===== config.mk =====
export PLATFORM = sky130hd
export DESIGN_NAME = snake_direction_ctrl_flat
export DESIGN_NICKNAME = d
export VERILOG_FILES = /design/src/rtl/snake_pkg.sv /design/src/rtl/snake_direction_ctrl_if.sv /design/src/rtl/snake_button_debounce.sv /design/src/rtl/snake_direction_ctrl.sv /design/src/flat_wrapper.sv
export SDC_FILE = /design/constraint.sdc
export NUM_CORES = 1
export LEC_CHECK = 0
export CAP_MARGIN = 20
export CORE_UTILIZATION = 50
export DETAILED_ROUTE_END_ITERATION = 8
export PLACE_DENSITY = 0.7
export SLEW_MARGIN = 20
export SYNTH_ARGS = -nofsm -noshare
export SYNTH_HDL_FRONTEND = slang
export SYNTH_SLANG_ARGS = --single-unit
export TNS_END_PERCENT = 5

===== constraint.sdc =====
create_clock -name clock_25 -period 2.1 [get_ports clock_25]
set_clock_uncertainty 0.05 [all_clocks]
set_input_delay 0.525 -clock clock_25 [delete_from_list [all_inputs] [get_ports clock_25]]
set_output_delay 0.525 -clock clock_25 [all_outputs]
set_load 0.05 [all_outputs]

===== src/rtl/snake_pkg.sv =====
// rtl/snake_pkg.sv - shared encodings for the snake direction controller
//
// Purpose: heading encoding, turn codes and the default debounce length used by
//          snake_direction_ctrl and snake_button_debounce.
// Ports:   none (package).
package snake_pkg;

  // Heading encoding; a right turn is +1 mod 4, a left turn is -1 mod 4.
  localparam logic [1:0] DIR_RIGHT = 2'd0;
  localparam logic [1:0] DIR_DOWN  = 2'd1;
  localparam logic [1:0] DIR_LEFT  = 2'd2;
  localparam logic [1:0] DIR_UP    = 2'd3;

  // 10 ms at 25 MHz
  localparam int DEBOUNCE_CYCLES_DEFAULT = 250000;

  typedef enum logic [1:0] {
    TURN_NONE  = 2'd0,
    TURN_RIGHT = 2'd1,
    TURN_LEFT  = 2'd2
  } turn_e;

  // Relative 90-degree turn; wrap-around comes from 2-bit overflow.
  function automatic logic [1:0] apply_turn(input logic [1:0] dir, input turn_e turn);
    case (turn)
      TURN_RIGHT: apply_turn = dir + 2'd1;
      TURN_LEFT:  apply_turn = dir - 2'd1;
      default:    apply_turn = dir;
    endcase
  endfunction

endpackage


===== src/rtl/snake_direction_ctrl_if.sv =====
// rtl/snake_direction_ctrl_if.sv - button/heading bundle of the snake direction controller
//
// Purpose: groups the game-side inputs and heading outputs of snake_direction_ctrl.
// Signals: right_P, left_P   raw buttons (async to the clock)
//          game_tik, start   move pulse / game running
//          right_sync, left_sync          synchronised buttons
//          right_register, left_register  pending turn (queue head)
//          right, down, left, up          one-hot heading
//          turn_applied                   heading changed on the previous tik
// Modports: master drives the inputs (game side / bench), slave is the controller.
interface snake_direction_ctrl_if;
  logic right_P;
  logic left_P;
  logic game_tik;
  logic start;
  logic right_sync;
  logic left_sync;
  logic right_register;
  logic left_register;
  logic right;
  logic down;
  logic left;
  logic up;
  logic turn_applied;

  modport master (
    output right_P, left_P, game_tik, start,
    input  right_sync, left_sync, right_register, left_register,
    input  right, down, left, up, turn_applied
  );

  modport slave (
    input  right_P, left_P, game_tik, start,
    output right_sync, left_sync, right_register, left_register,
    output right, down, left, up, turn_applied
  );
endinterface


===== src/rtl/snake_button_debounce.sv =====
// rtl/snake_button_debounce.sv - 2-flop synchroniser, debounce counter and press detect
//
// Purpose: conditions one raw push-button into a one-cycle press pulse.
// Ports:   clk      system clock
//          rst      asynchronous active-high reset
//          i_btn    raw button, asynchronous to clk
//          o_sync   button after the 2nd synchroniser flop
//          o_press  one-cycle pulse on an accepted 0->1 change of the stable state
module snake_button_debounce
  import snake_pkg::*;
#(
  parameter int DEBOUNCE_CYCLES = DEBOUNCE_CYCLES_DEFAULT,
  parameter int CNT_W           = 18
) (
  input  logic clk,
  input  logic rst,
  input  logic i_btn,
  output logic o_sync,
  output logic o_press
);

  logic             r_meta;
  logic             r_sync;
  logic             r_stable;
  logic [CNT_W-1:0] r_cnt;
  logic             w_differ;
  logic             w_accept;

  assign w_differ = r_sync ^ r_stable;
  // Last counted cycle of disagreement: the stable state flips on this edge.
  assign w_accept = w_differ && (r_cnt == CNT_W'(DEBOUNCE_CYCLES - 1));

  always_ff @(posedge clk or posedge rst) begin
    if (rst) begin
      r_meta   <= 1'b0;
      r_sync   <= 1'b0;
      r_stable <= 1'b0;
      r_cnt    <= '0;
    end else begin
      r_meta <= i_btn;
      r_sync <= r_meta;
      if (!w_differ) begin
        r_cnt <= '0;
      end else if (w_accept) begin
        r_stable <= r_sync;
        r_cnt    <= '0;
      end else begin
        r_cnt <= r_cnt + CNT_W'(1);
      end
    end
  end

  assign o_sync  = r_sync;
  // Press is flagged in the cycle the stable state is about to rise, so the
  // pending turn lands on the same edge the stable state changes.
  assign o_press = w_accept & r_sync;

endmodule


===== src/rtl/snake_direction_ctrl.sv =====
// rtl/snake_direction_ctrl.sv - button conditioning and heading register of the snake game
//
// Purpose: debounces right_P/left_P, holds turn requests until game_tik and
//          applies them as relative 90-degree turns to the snake heading.
// Ports:   clock_25  25 MHz clock
//          reset     asynchronous active-high reset
//          io_if     snake_direction_ctrl_if.slave (buttons, game_tik, start,
//                    sync/pending status, one-hot heading, turn_applied)
// Config:  TURN_QUEUE_EN defined   -> 2-entry turn FIFO (0=right, 1=left)
//          TURN_QUEUE_EN undefined -> single pending turn, newest press wins
module snake_direction_ctrl
  import snake_pkg::*;
#(
  parameter int         DEBOUNCE_CYCLES = DEBOUNCE_CYCLES_DEFAULT,
  parameter int         CNT_W           = 18,
  parameter logic [1:0] INIT_DIR        = DIR_RIGHT
) (
  input  logic                   clock_25,
  input  logic                   reset,
  snake_direction_ctrl_if.slave  io_if
);

  logic w_press_r;
  logic w_press_l;
  logic w_take_r;
  logic w_take_l;
  logic w_tik;
  turn_e w_head;

  snake_button_debounce #(.DEBOUNCE_CYCLES(DEBOUNCE_CYCLES), .CNT_W(CNT_W)) u_db_right (
    .clk     (clock_25),
    .rst     (reset),
    .i_btn   (io_if.right_P),
    .o_sync  (io_if.right_sync),
    .o_press (w_press_r)
  );

  snake_button_debounce #(.DEBOUNCE_CYCLES(DEBOUNCE_CYCLES), .CNT_W(CNT_W)) u_db_left (
    .clk     (clock_25),
    .rst     (reset),
    .i_btn   (io_if.left_P),
    .o_sync  (io_if.left_sync),
    .o_press (w_press_l)
  );

  // Ambiguous double press and presses outside a game are discarded.
  assign w_take_r = w_press_r & ~w_press_l & io_if.start;
  assign w_take_l = w_press_l & ~w_press_r & io_if.start;
  assign w_tik    = io_if.game_tik & io_if.start;

`ifdef TURN_QUEUE_EN
  logic       r_q0;
  logic       r_q1;
  logic [1:0] r_qcnt;
  logic       w_q0_nxt;
  logic       w_q1_nxt;
  logic [1:0] w_qcnt_nxt;
  logic       w_pop;
  logic       w_push;

  assign w_push = w_take_r | w_take_l;
  assign w_pop  = w_tik && (r_qcnt != 2'd0);
  assign w_head = (r_qcnt == 2'd0) ? TURN_NONE : (r_q0 ? TURN_LEFT : TURN_RIGHT);

  always_comb begin
    w_q0_nxt   = r_q0;
    w_q1_nxt   = r_q1;
    w_qcnt_nxt = r_qcnt;
    if (!io_if.start) begin
      w_qcnt_nxt = 2'd0;
    end else begin
      case ({w_pop, w_push})
        2'b10: begin
          w_q0_nxt   = r_q1;
          w_qcnt_nxt = r_qcnt - 2'd1;
        end
        2'b01: begin
          if (r_qcnt == 2'd0) begin
            w_q0_nxt   = w_take_l;
            w_qcnt_nxt = 2'd1;
          end else if (r_qcnt == 2'd1) begin
            w_q1_nxt   = w_take_l;
            w_qcnt_nxt = 2'd2;
          end
        end
        2'b11: begin
          // Pop and push together: occupancy is unchanged.
          if (r_qcnt == 2'd1) begin
            w_q0_nxt = w_take_l;
          end else begin
            w_q0_nxt = r_q1;
            w_q1_nxt = w_take_l;
          end
        end
        default: ;
      endcase
    end
  end

  always_ff @(posedge clock_25 or posedge reset) begin
    if (reset) begin
      r_q0   <= 1'b0;
      r_q1   <= 1'b0;
      r_qcnt <= 2'd0;
    end else begin
      r_q0   <= w_q0_nxt;
      r_q1   <= w_q1_nxt;
      r_qcnt <= w_qcnt_nxt;
    end
  end
`else
  turn_e r_pend;
  turn_e w_pend_nxt;

  assign w_head = r_pend;

  // A press in the tik cycle overwrites the slot the tik is consuming, so it
  // survives for the following tik.
  always_comb begin
    w_pend_nxt = r_pend;
    if (!io_if.start) begin
      w_pend_nxt = TURN_NONE;
    end else if (w_take_r) begin
      w_pend_nxt = TURN_RIGHT;
    end else if (w_take_l) begin
      w_pend_nxt = TURN_LEFT;
    end else if (w_tik) begin
      w_pend_nxt = TURN_NONE;
    end
  end

  always_ff @(posedge clock_25 or posedge reset) begin
    if (reset) begin
      r_pend <= TURN_NONE;
    end else begin
      r_pend <= w_pend_nxt;
    end
  end
`endif

  logic [1:0] r_dir;
  logic [1:0] w_dir_nxt;
  logic       r_applied;
  logic       w_applied_nxt;

  always_comb begin
    w_dir_nxt     = r_dir;
    w_applied_nxt = 1'b0;
    if (!io_if.start) begin
      w_dir_nxt = INIT_DIR;
    end else if (w_tik && (w_head != TURN_NONE)) begin
      w_dir_nxt     = apply_turn(r_dir, w_head);
      w_applied_nxt = 1'b1;
    end
  end

  always_ff @(posedge clock_25 or posedge reset) begin
    if (reset) begin
      r_dir     <= INIT_DIR;
      r_applied <= 1'b0;
    end else begin
      r_dir     <= w_dir_nxt;
      r_applied <= w_applied_nxt;
    end
  end

  assign io_if.right          = (r_dir == DIR_RIGHT);
  assign io_if.down           = (r_dir == DIR_DOWN);
  assign io_if.left           = (r_dir == DIR_LEFT);
  assign io_if.up             = (r_dir == DIR_UP);
  assign io_if.turn_applied   = r_applied;
  assign io_if.right_register = (w_head == TURN_RIGHT);
  assign io_if.left_register  = (w_head == TURN_LEFT);

endmodule


===== src/flat_wrapper.sv =====
// flat-port wrapper written by rule: the top's interface ports become plain ports
module snake_direction_ctrl_flat import snake_pkg::*;
#(
  parameter int         DEBOUNCE_CYCLES = DEBOUNCE_CYCLES_DEFAULT,
  parameter int         CNT_W           = 18,
  parameter logic [1:0] INIT_DIR        = DIR_RIGHT
)
  (clock_25, reset, io_if_right_P, io_if_left_P, io_if_game_tik, io_if_start, io_if_right_sync, io_if_left_sync, io_if_right_register, io_if_left_register, io_if_right, io_if_down, io_if_left, io_if_up, io_if_turn_applied);
  snake_direction_ctrl_if io_if_i ();
  input  logic clock_25;
  input  logic reset;
  input wire logic [$bits(io_if_i.right_P)-1:0] io_if_right_P;
  input wire logic [$bits(io_if_i.left_P)-1:0] io_if_left_P;
  input wire logic [$bits(io_if_i.game_tik)-1:0] io_if_game_tik;
  input wire logic [$bits(io_if_i.start)-1:0] io_if_start;
  output wire logic [$bits(io_if_i.right_sync)-1:0] io_if_right_sync;
  output wire logic [$bits(io_if_i.left_sync)-1:0] io_if_left_sync;
  output wire logic [$bits(io_if_i.right_register)-1:0] io_if_right_register;
  output wire logic [$bits(io_if_i.left_register)-1:0] io_if_left_register;
  output wire logic [$bits(io_if_i.right)-1:0] io_if_right;
  output wire logic [$bits(io_if_i.down)-1:0] io_if_down;
  output wire logic [$bits(io_if_i.left)-1:0] io_if_left;
  output wire logic [$bits(io_if_i.up)-1:0] io_if_up;
  output wire logic [$bits(io_if_i.turn_applied)-1:0] io_if_turn_applied;
  assign io_if_i.right_P = io_if_right_P;
  assign io_if_i.left_P = io_if_left_P;
  assign io_if_i.game_tik = io_if_game_tik;
  assign io_if_i.start = io_if_start;
  assign io_if_right_sync = io_if_i.right_sync;
  assign io_if_left_sync = io_if_i.left_sync;
  assign io_if_right_register = io_if_i.right_register;
  assign io_if_left_register = io_if_i.left_register;
  assign io_if_right = io_if_i.right;
  assign io_if_down = io_if_i.down;
  assign io_if_left = io_if_i.left;
  assign io_if_up = io_if_i.up;
  assign io_if_turn_applied = io_if_i.turn_applied;
  snake_direction_ctrl #(.DEBOUNCE_CYCLES(DEBOUNCE_CYCLES), .CNT_W(CNT_W), .INIT_DIR(INIT_DIR)) u_core (.clock_25(clock_25), .reset(reset), .io_if(io_if_i));
endmodule

==> metrics.log, run 1 <==
INFO  metric timing.hold.worst_path_depth = 0
INFO  metric synth_top_area_frac = 0.490
INFO  metric worstSetupStartpointType = flop
INFO  metric worst-slew-pin-transition = 0.553 ns
INFO  metric synth.top_cells.by_count = 47 x sky130_fd_sc_hd__dfrtp_1, 34 x sky130_fd_sc_hd__nor2_1, 15 x sky130_fd_sc_hd__nand3_1
INFO  metric grt_pass1_vias = 1,725
INFO  metric cell_pwr_density = 559 mW/mm²
INFO  metric route.final.wire_length = 4290 µm
INFO  metric ys.flop_type = sky130_fd_sc_hd__dfrtp_1
INFO  metric detailedRoute.firstPassIterationCount = 6
INFO  metric grt_max_degree = 42
INFO  metric ant_nets = 0
INFO  metric yosys.area.top_type = sky130_fd_sc_hd__dfrtp_1
INFO  metric per_cell_via_count_in_the_routed_design = 5.61
INFO  metric cts.repair_timing.setup_buffer_count = 0
INFO  metric cts.reportedPaths.clkPinSlew = 0.08 ns
INFO  metric timing.critical_path.cells = clkdlybuf4s50_1
INFO  metric holdCritPathClass = flop to flop
INFO  metric cts.htree.levels = 2
INFO  metric layout.nets = 273
INFO  metric layout_cell_area_excl_fill = 0.00273 mm²
INFO  metric global_route.usage.total = 0.194
INFO  metric clkLatencyLatePin = 0.29 ns
INFO  metric cap_viol_max_count = 0
INFO  metric place_congestion = 0.802
INFO  metric ctsRootBufferMaster = sky130_fd_sc_hd__clkbuf_8
INFO  metric numPortBuffers = 14
INFO  metric remaining_drc_errors = 1
INFO  metric largest_family_of_logic_cells_by_synthesized_area = simple AND/OR/NAND/NOR gates
INFO  metric layout_min_cycle_time = 1.98 ns
INFO  metric critPathRequiredTime = 1.52 ns
INFO  metric simple_gate_share_of_the_synthesized_area = 0.264
INFO  metric dpl-instance-area = 0.00265 mm²
INFO  metric ios = 15
INFO  metric clock_tree.buffer_depth = 2
INFO  metric summed_instance_area_of_the_synthesized_netlist = 0.00240 mm²
INFO  metric synth.yosys.warnings = 0
INFO  metric critical_path_cell_with_the_highest_stage_delay = sky130_fd_sc_hd__clkdlybuf4s50_1
INFO  metric worst_path_dominant_cell_family = buffers and inverters
INFO  metric areaGrowthSynthToFinish = 13.9%
INFO  metric share_of_layout_cells_above_drive_strength_1 = 0.111
INFO  metric worstReg2RegStart = u_core.u_db_left.r_cnt[0]
INFO  metric hold-path-endpoint = u_core.u_db_left.o_sync
INFO  metric syn-instance-count = 241
INFO  metric number_of_enable_flip_flop_cells_after_synthesis = 0
INFO  metric critical_path_arrival = 1.41 ns
INFO  metric compound_gate_fraction_of_synth_area = 0.0813
INFO  metric synth.top_cells.by_area = sky130_fd_sc_hd__dfrtp_1 49%, sky130_fd_sc_hd__nor2_1 5.3%, sky130_fd_sc_hd__xor2_1 4.7%
INFO  metric cts.sinks = 47
INFO  metric timing.fmax = 505 MHz
INFO  metric antenna_found_initial = 0
INFO  metric setup.reg_to_reg.worst_slack = 0.27 ns
INFO  metric num_antenna_cells = 0
INFO  metric post_cts_resized = 0
INFO  metric initial_core_utilization = 0.536
INFO  metric endpoint_of_the_worst_register_to_register_path = u_core.u_db_left.r_cnt[16]
INFO  metric criticalPathCategory = flop to primary output
INFO  metric routed_length_per_placed_instance = 13.7 µm
INFO  metric design.die.area = 0.00508 mm²
INFO  metric cts.hold.buffers_added = 0
INFO  metric rsz0062_at_grt = no
INFO  metric synthAdderAreaFrac = 0.0313
INFO  metric timing_hold_violations_final = 0
INFO  metric drt_iter0_drc = 144
INFO  metric numCtsBuffers = 5
INFO  metric post_synthesis_mux_area_share = 0.0136
INFO  metric grt_first_pass_wirelength = 7710 µm
INFO  metric tritoncts = built
INFO  metric final-setup-viol-count = 0
INFO  metric distinct_cells_synth = 38
INFO  metric dieHeight = 71.3 µm
INFO  metric min_period_over_period = 0.944
INFO  metric place_hpwl = 3030 µm
INFO  metric r2r_cells = 5
INFO  metric crit_buf_inv = 1
INFO  metric fillers = 356
INFO  metric critPathMaxStageDelay = 0.79 ns
INFO  metric overflow = 0
INFO  metric synth-seq-area-share = 0.490
INFO  metric synth_nets = 253
INFO  metric critPathCaptureType = primary output
INFO  metric ir_worst_vdd = 0.310 mV
INFO  metric synthArstFlopShare = 1.00
INFO  metric violated_checks = DRC
INFO  metric result_of_the_run = finished, violations left
INFO  metric hold_start = u_core.u_db_left.r_meta
INFO  metric critPathMaxFanout = 1
INFO  metric slew_headroom = 0.628
INFO  metric die_width = 71.3 µm
INFO  metric slew_violations = 0
INFO  metric yosys.cell_count.top_type = sky130_fd_sc_hd__dfrtp_1
INFO  metric std_cell_rows = 24
INFO  metric totalNegativeSetupSlack = 0 ns
INFO  metric syn_avg_cell_area = 9.96 µm²
INFO  metric synth-seq-cells = 47
INFO  metric synth_area_in_xor_xnor = 0.0912
INFO  metric cellLeakagePower = 1.17 nW
INFO  metric core_area = 0.00447 mm²
INFO  metric num_vias = 1,760
power breakdown:
part / switching [mW] / internal [mW] / total (mW)
sequential: 0.0106 / 0.917 / 0.928
clock: 0.285 / 0.234 / 0.519
combinational: 0.0508 / 0.0291 / 0.0800
cells in the final DEF, fill, tap and decap left out, types with 3 or more instances in the layout:
cell type                         count
sky130_fd_sc_hd__a21oi_1             11
sky130_fd_sc_hd__and3_1               8
sky130_fd_sc_hd__and4_1               3
sky130_fd_sc_hd__buf_12               5
sky130_fd_sc_hd__buf_4                6
sky130_fd_sc_hd__clkbuf_8             5
sky130_fd_sc_hd__clkdlybuf4s50_1      6
sky130_fd_sc_hd__dfrtp_1             47
sky130_fd_sc_hd__ha_1                 6
sky130_fd_sc_hd__inv_1                9
sky130_fd_sc_hd__nand2_1             13
sky130_fd_sc_hd__nand3_1             15
sky130_fd_sc_hd__nand4_1              7
sky130_fd_sc_hd__nand4b_1             3
sky130_fd_sc_hd__nor2_1              34
sky130_fd_sc_hd__nor2b_1              6
sky130_fd_sc_hd__nor3_1               4
sky130_fd_sc_hd__nor4_1               3
sky130_fd_sc_hd__nor4b_1              4
sky130_fd_sc_hd__o21ai_0              9
sky130_fd_sc_hd__o31ai_1              5
sky130_fd_sc_hd__or4_1                4
sky130_fd_sc_hd__xnor2_1             12
sky130_fd_sc_hd__xor2_1              13
per-layer routing:
metal	vias to the layer above	track usage	routed length (µm)
met2	30	0.319	2020
li1	894	-	-
met3	10	0.0436	135
met1	826	0.254	2060
met4	0	0.0733	76
met5	-	0	0
flip-flops by register name, indices dropped and copies added, names as in the netlist:
name / count
u_core.u_db_right.r_stable: 1
u_core.u_db_right.r_meta: 1
u_core.r_dir: 2
u_core.u_db_left.r_cnt: 18
u_core.u_db_right.o_sync: 1
u_core.u_db_left.r_stable: 1
u_core.u_db_right.r_cnt: 18
u_core.io_if.turn_applied: 1
u_core.u_db_left.o_sync: 1
u_core.r_pend: 2
u_core.u_db_left.r_meta: 1
cells by family after synthesis:
group           Yosys count
flops                    47
xor+xnor                 25
simple gates            114
buf+inv                  15
compound gates           31
mux                       3
fa+ha+maj                 6
stage by stage:
stage | setup slack (ns) | hold WS (ns) | util | instances | power, mW
after floorplan | 0.296 | 0.281 | - | 241 | 0.995
after global placement | 0.275 | 0.283 | 0.592 | 306 | 1.03
after detailed placement | 0.259 | 0.289 | 0.592 | 306 | 1.03
after CTS | 0.0207 | 0.317 | 0.610 | 314 | 1.55
after global routing | 0.0774 | 0.321 | 0.611 | 314 | 1.59
final | 0.118 | 0.313 | 0.611 | 314 | 1.53
worst max path at each step:
stage,from,slack [ns],cells past startpoint,endpoint
after floorplan,u_core.r_pend[0],0.30,4,u_core.r_dir[0]
after global placement,io_if_game_tik,0.28,5,u_core.r_pend[0]
after detailed placement,io_if_game_tik,0.26,5,u_core.r_pend[0]
after CTS,u_core.u_db_right.o_sync,0.02,1,io_if_right_sync
after global routing,u_core.io_if.turn_applied,0.08,1,io_if_turn_applied
final,u_core.io_if.turn_applied,0.12,1,io_if_turn_applied
cell type report:
cell class,instances,area [µm²],area share
repair buffers,18,218,0.0796
well taps,52,65.1,0.0238
clock buffers,7,76.3,0.0279
inverters,10,37.5,0.0137
multi-input cells,179,1160,0.423
flip-flops and latches,47,1180,0.430
clock inverters,1,5.00,0.00183
No activity file was read; power rests on OpenSTA's default activity.
==> run 2: changes to the inputs <==
--- a/config.mk
+++ b/config.mk
@@ -5,7 +5,8 @@
 export SDC_FILE = /design/constraint.sdc
 export NUM_CORES = 1
 export LEC_CHECK = 0
-export CAP_MARGIN = 20
+export ABC_AREA = 1
+export CAP_MARGIN = 15
 export CORE_UTILIZATION = 50
 export DETAILED_ROUTE_END_ITERATION = 8
 export PLACE_DENSITY = 0.7
==> run 2 against run 1 <==
  * The flow now finishes without violations
  * Synthesized area grew 10%
  * Critical path depth unchanged
  * Flip-flop and latch count did not move
  * Total power grew 12%
  * Largest power group unchanged
  * Highest routed layer unchanged
==> metrics.log, run 2 <==
INFO  metric result_of_the_run = completed
INFO  metric grt_max_degree = 48 (+14%)
INFO  metric antenna_found_initial = 0 (unchanged)
INFO  metric worstReg2RegStart = u_core.u_db_right.r_cnt[0]
INFO  metric post_cts_resized = 0 (unchanged)
INFO  metric routed_length_per_placed_instance = 11.5 µm (-16%)
INFO  metric worst_slack = 0.102 ns (-0.0160 ns)
INFO  metric stdcell_count = 431 (+37%)
INFO  metric remaining_drc_errors = 0 (-1)
INFO  metric cts.repair_timing.setup_buffer_count = 0 (unchanged)
INFO  metric summed_instance_area_of_the_synthesized_netlist = 0.00265 mm² (+10%)
INFO  metric timing_hold_violations_final = 0 (unchanged)
INFO  metric grt_pass1_vias = 2,018 (+17%)
INFO  metric drt_iter0_drc = 130 (-9.7%)
INFO  metric num_vias = 2,160 (+23%)
INFO  metric cell_pwr_density = 566 mW/mm² (+1.4%)
INFO  metric final-setup-viol-count = 0 (unchanged)
INFO  metric distinct_cells_synth = 30 (-21%)
INFO  metric place_hpwl = 3760 µm (+24%)
INFO  metric holdCritPathClass = flop to flop
INFO  metric hold_start = u_core.u_db_right.r_meta
INFO  metric cap_viol_max_count = 0 (unchanged)
INFO  metric core_area = 0.00511 mm² (+14%)
INFO  metric layout_min_cycle_time = 2.00 ns (+0.0160 ns)
INFO  metric synthArstFlopShare = 1.00 (unchanged)
INFO  metric yosys.cell_count.top_type = sky130_fd_sc_hd__nor2_1
INFO  metric share_of_layout_cells_above_drive_strength_1 = 0.141 (+0.0306)
INFO  metric critical_path_cell_with_the_highest_stage_delay = sky130_fd_sc_hd__clkdlybuf4s50_1
INFO  metric syn-instance-count = 338 (+40%)
INFO  metric ios = 15 (unchanged)
INFO  metric cts.htree.levels = 2 (unchanged)
INFO  metric synth-seq-area-share = 0.445 (-0.0454)
INFO  metric numCtsBuffers = 5 (unchanged)
INFO  metric biggestRegsByFlops = u_core.u_db_left.r_cnt: 18 flops, u_core.u_db_right.r_cnt: 18 flops
INFO  metric critPathCaptureType = primary output
INFO  metric synth.top_cells.by_count = 70 x sky130_fd_sc_hd__nor2_1, 62 x sky130_fd_sc_hd__nand2_1, 47 x sky130_fd_sc_hd__dfrtp_1
INFO  metric timing.hold.worst_path_depth = 0 (unchanged)
INFO  metric syn_avg_cell_area = 7.83 µm² (-21%)
INFO  metric endpoint_of_the_worst_register_to_register_path = u_core.u_db_right.r_cnt[7]
INFO  metric cellLeakagePower = 1.39 nW (+20%)
INFO  metric rsz0062_at_grt = no
INFO  metric timing.critical_path.cells = clkdlybuf4s50_1
INFO  metric clock_tree.buffer_depth = 2 (unchanged)
INFO  metric worst_path_dominant_cell_family = buffers and inverters
INFO  metric layout.nets = 372 (+36%)
INFO  metric totalNegativeSetupSlack = 0 ns (unchanged)
INFO  metric worst-slew-pin-transition = 0.486 ns (-0.0677 ns)
INFO  metric yosys.area.top_type = sky130_fd_sc_hd__dfrtp_1
INFO  metric final_common_cell = sky130_fd_sc_hd__nor2_1
INFO  metric synth_nets = 350 (+38%)
INFO  metric p_total = 1.71 mW (+12%)
INFO  metric cts.hold.buffers_added = 0 (unchanged)
INFO  metric die_width = 74.7 µm (+4.8%)
INFO  metric ctsRootBufferMaster = sky130_fd_sc_hd__clkbuf_8
INFO  metric num_antenna_cells = 0 (unchanged)
INFO  metric ys.flop_type = sky130_fd_sc_hd__dfrtp_1
INFO  metric layout.cells.most_common_list = 70 x sky130_fd_sc_hd__nor2_1, 62 x sky130_fd_sc_hd__nand2_1, 47 x sky130_fd_sc_hd__dfrtp_1
INFO  metric fillers = 481 (+35%)
INFO  metric tritoncts = built
INFO  metric number_of_enable_flip_flop_cells_after_synthesis = 0 (unchanged)
INFO  metric synth_top_area_frac = 0.445 (-0.0454)
INFO  metric setup.reg_to_reg.worst_slack = 0.42 ns (+0.15 ns)
INFO  metric crit_buf_inv = 1 (unchanged)
INFO  metric per_cell_via_count_in_the_routed_design = 5.01 (-11%)
INFO  metric initial_core_utilization = 0.518 (-0.0185)
INFO  metric overflow = 0 (unchanged)
INFO  metric ir_worst_vdd = 0.277 mV (-11%)
INFO  metric place_congestion = 0.863 (+7.6%)
INFO  metric finalCoreUtilization = 0.590 (-0.0206)
INFO  metric cts.reportedPaths.clkPinSlew = 0.08 ns (about the same)
INFO  metric std_cell_rows = 26 (+8.3%)
INFO  metric slew_headroom = 0.675 (+0.0476)
INFO  metric critPathMaxFanout = 1 (unchanged)
INFO  metric criticalPathCategory = flop to primary output
INFO  metric areaGrowthSynthToFinish = 14.0% (about the same)
INFO  metric synth.top_cells.by_area = sky130_fd_sc_hd__dfrtp_1 44%, sky130_fd_sc_hd__nor2_1 9.9%, sky130_fd_sc_hd__nand2_1 8.8%
INFO  metric worstSetupStartpointType = flop
INFO  metric dp_cells = 423 (+38%)
INFO  metric clkLatencyLatePin = 0.30 ns (about the same)
INFO  metric synth-seq-cells = 47 (unchanged)
INFO  metric cts.sinks = 47 (unchanged)
INFO  metric synth.yosys.warnings = 0 (unchanged)
INFO  metric global_route.usage.total = 0.202 (+0.00791)
INFO  metric timing.fmax = 501 MHz (-0.80%)
INFO  metric design.die.area = 0.00558 mm² (+9.9%)
INFO  metric min_period_over_period = 0.951 (+0.00763)
INFO  metric ant_nets = 0 (unchanged)
INFO  metric critPathRequiredTime = 1.52 ns (about the same)
INFO  metric detailedPlace.worstSlack = 0.426 ns (+0.167 ns)
INFO  metric detailedRoute.firstPassIterationCount = 7 (+1)
INFO  metric numPortBuffers = 14 (unchanged)
INFO  metric critPathMaxStageDelay = 0.79 ns (about the same)
INFO  metric r2r_cells = 8 (+3)
INFO  metric route.final.wire_length = 4980 µm (+16%)
INFO  metric dieHeight = 74.7 µm (+4.8%)
INFO  metric hold-path-endpoint = u_core.u_db_right.o_sync
INFO  metric grt_first_pass_wirelength = 8580 µm (+11%)
INFO  metric slew_violations = 0 (unchanged)
INFO  metric critical_path_arrival = 1.42 ns (about the same)
## run 2: cell count changes after synthesis, moves of 6 or more
cell                      delta
sky130_fd_sc_hd__nor2_1     +36
sky130_fd_sc_hd__nor2b_1     -6
sky130_fd_sc_hd__nor2_2      +6
sky130_fd_sc_hd__and3_1      -8
sky130_fd_sc_hd__nor3_1      +7
sky130_fd_sc_hd__nand2_1    +49
sky130_fd_sc_hd__inv_1      +34
sky130_fd_sc_hd__xnor2_1     -9
## run 2: worst max path at each step
stage,start,depth (start not counted),to,slack (ns)
after floorplan,u_core.r_pend[1],4,u_core.r_dir[0],0.29
after global placement,u_core.io_if.turn_applied,1,io_if_turn_applied,0.43
after detailed placement,u_core.io_if.turn_applied,1,io_if_turn_applied,0.43
after CTS,u_core.io_if.turn_applied,1,io_if_turn_applied,0.08
after global routing,u_core.io_if.turn_applied,1,io_if_turn_applied,0.05
final,u_core.io_if.turn_applied,1,io_if_turn_applied,0.10
## run 2: metrics by stage
step | hold WS, ns | instance area, µm²
2_1_floorplan | 0.281 | 2650
3_3_place_gp | 0.283 | 2900
3_5_place_dp | 0.286 | 2900
4_1_cts | 0.306 | 3020
5_1_grt | 0.321 | 3020
6_report | 0.302 | 3020
## run 2: kinds of logic after synthesis
kind of cell    share of synthesized area
compound gates                     0.0620
xor+xnor                           0.0497
fa+ha+maj                          0.0284
buf+inv                            0.0724
flops                               0.445
simple gates                        0.343
## run 2: routing by layer
layer / vias to the layer above / track usage / share of wire
met1: 1008 / 0.242 / 0.45
met2: 37 / 0.355 / 0.49
met5: - / 0 / 0
li1: 1107 / - / -
met4: 0 / 0.0818 / 0.017
met3: 8 / 0.0415 / 0.033
## run 2: cell type report
cell class,instances,area [µm²],area share
timing repair buffer,15,165,0.0548
sequential,47,1180,0.390
inverter,50,191,0.0635
multi-input combinational,241,1280,0.424
clock inverter,2,35.0,0.0116
tap,70,87.6,0.0290
clock buffer,6,82.6,0.0274
## run 2: where the power goes
group	internal (mW)	switching [mW]	leakage [nW]
clock network	0.385	0.305	0.0612
logic	0.0299	0.0580	0.690
registers	0.917	0.0119	0.643
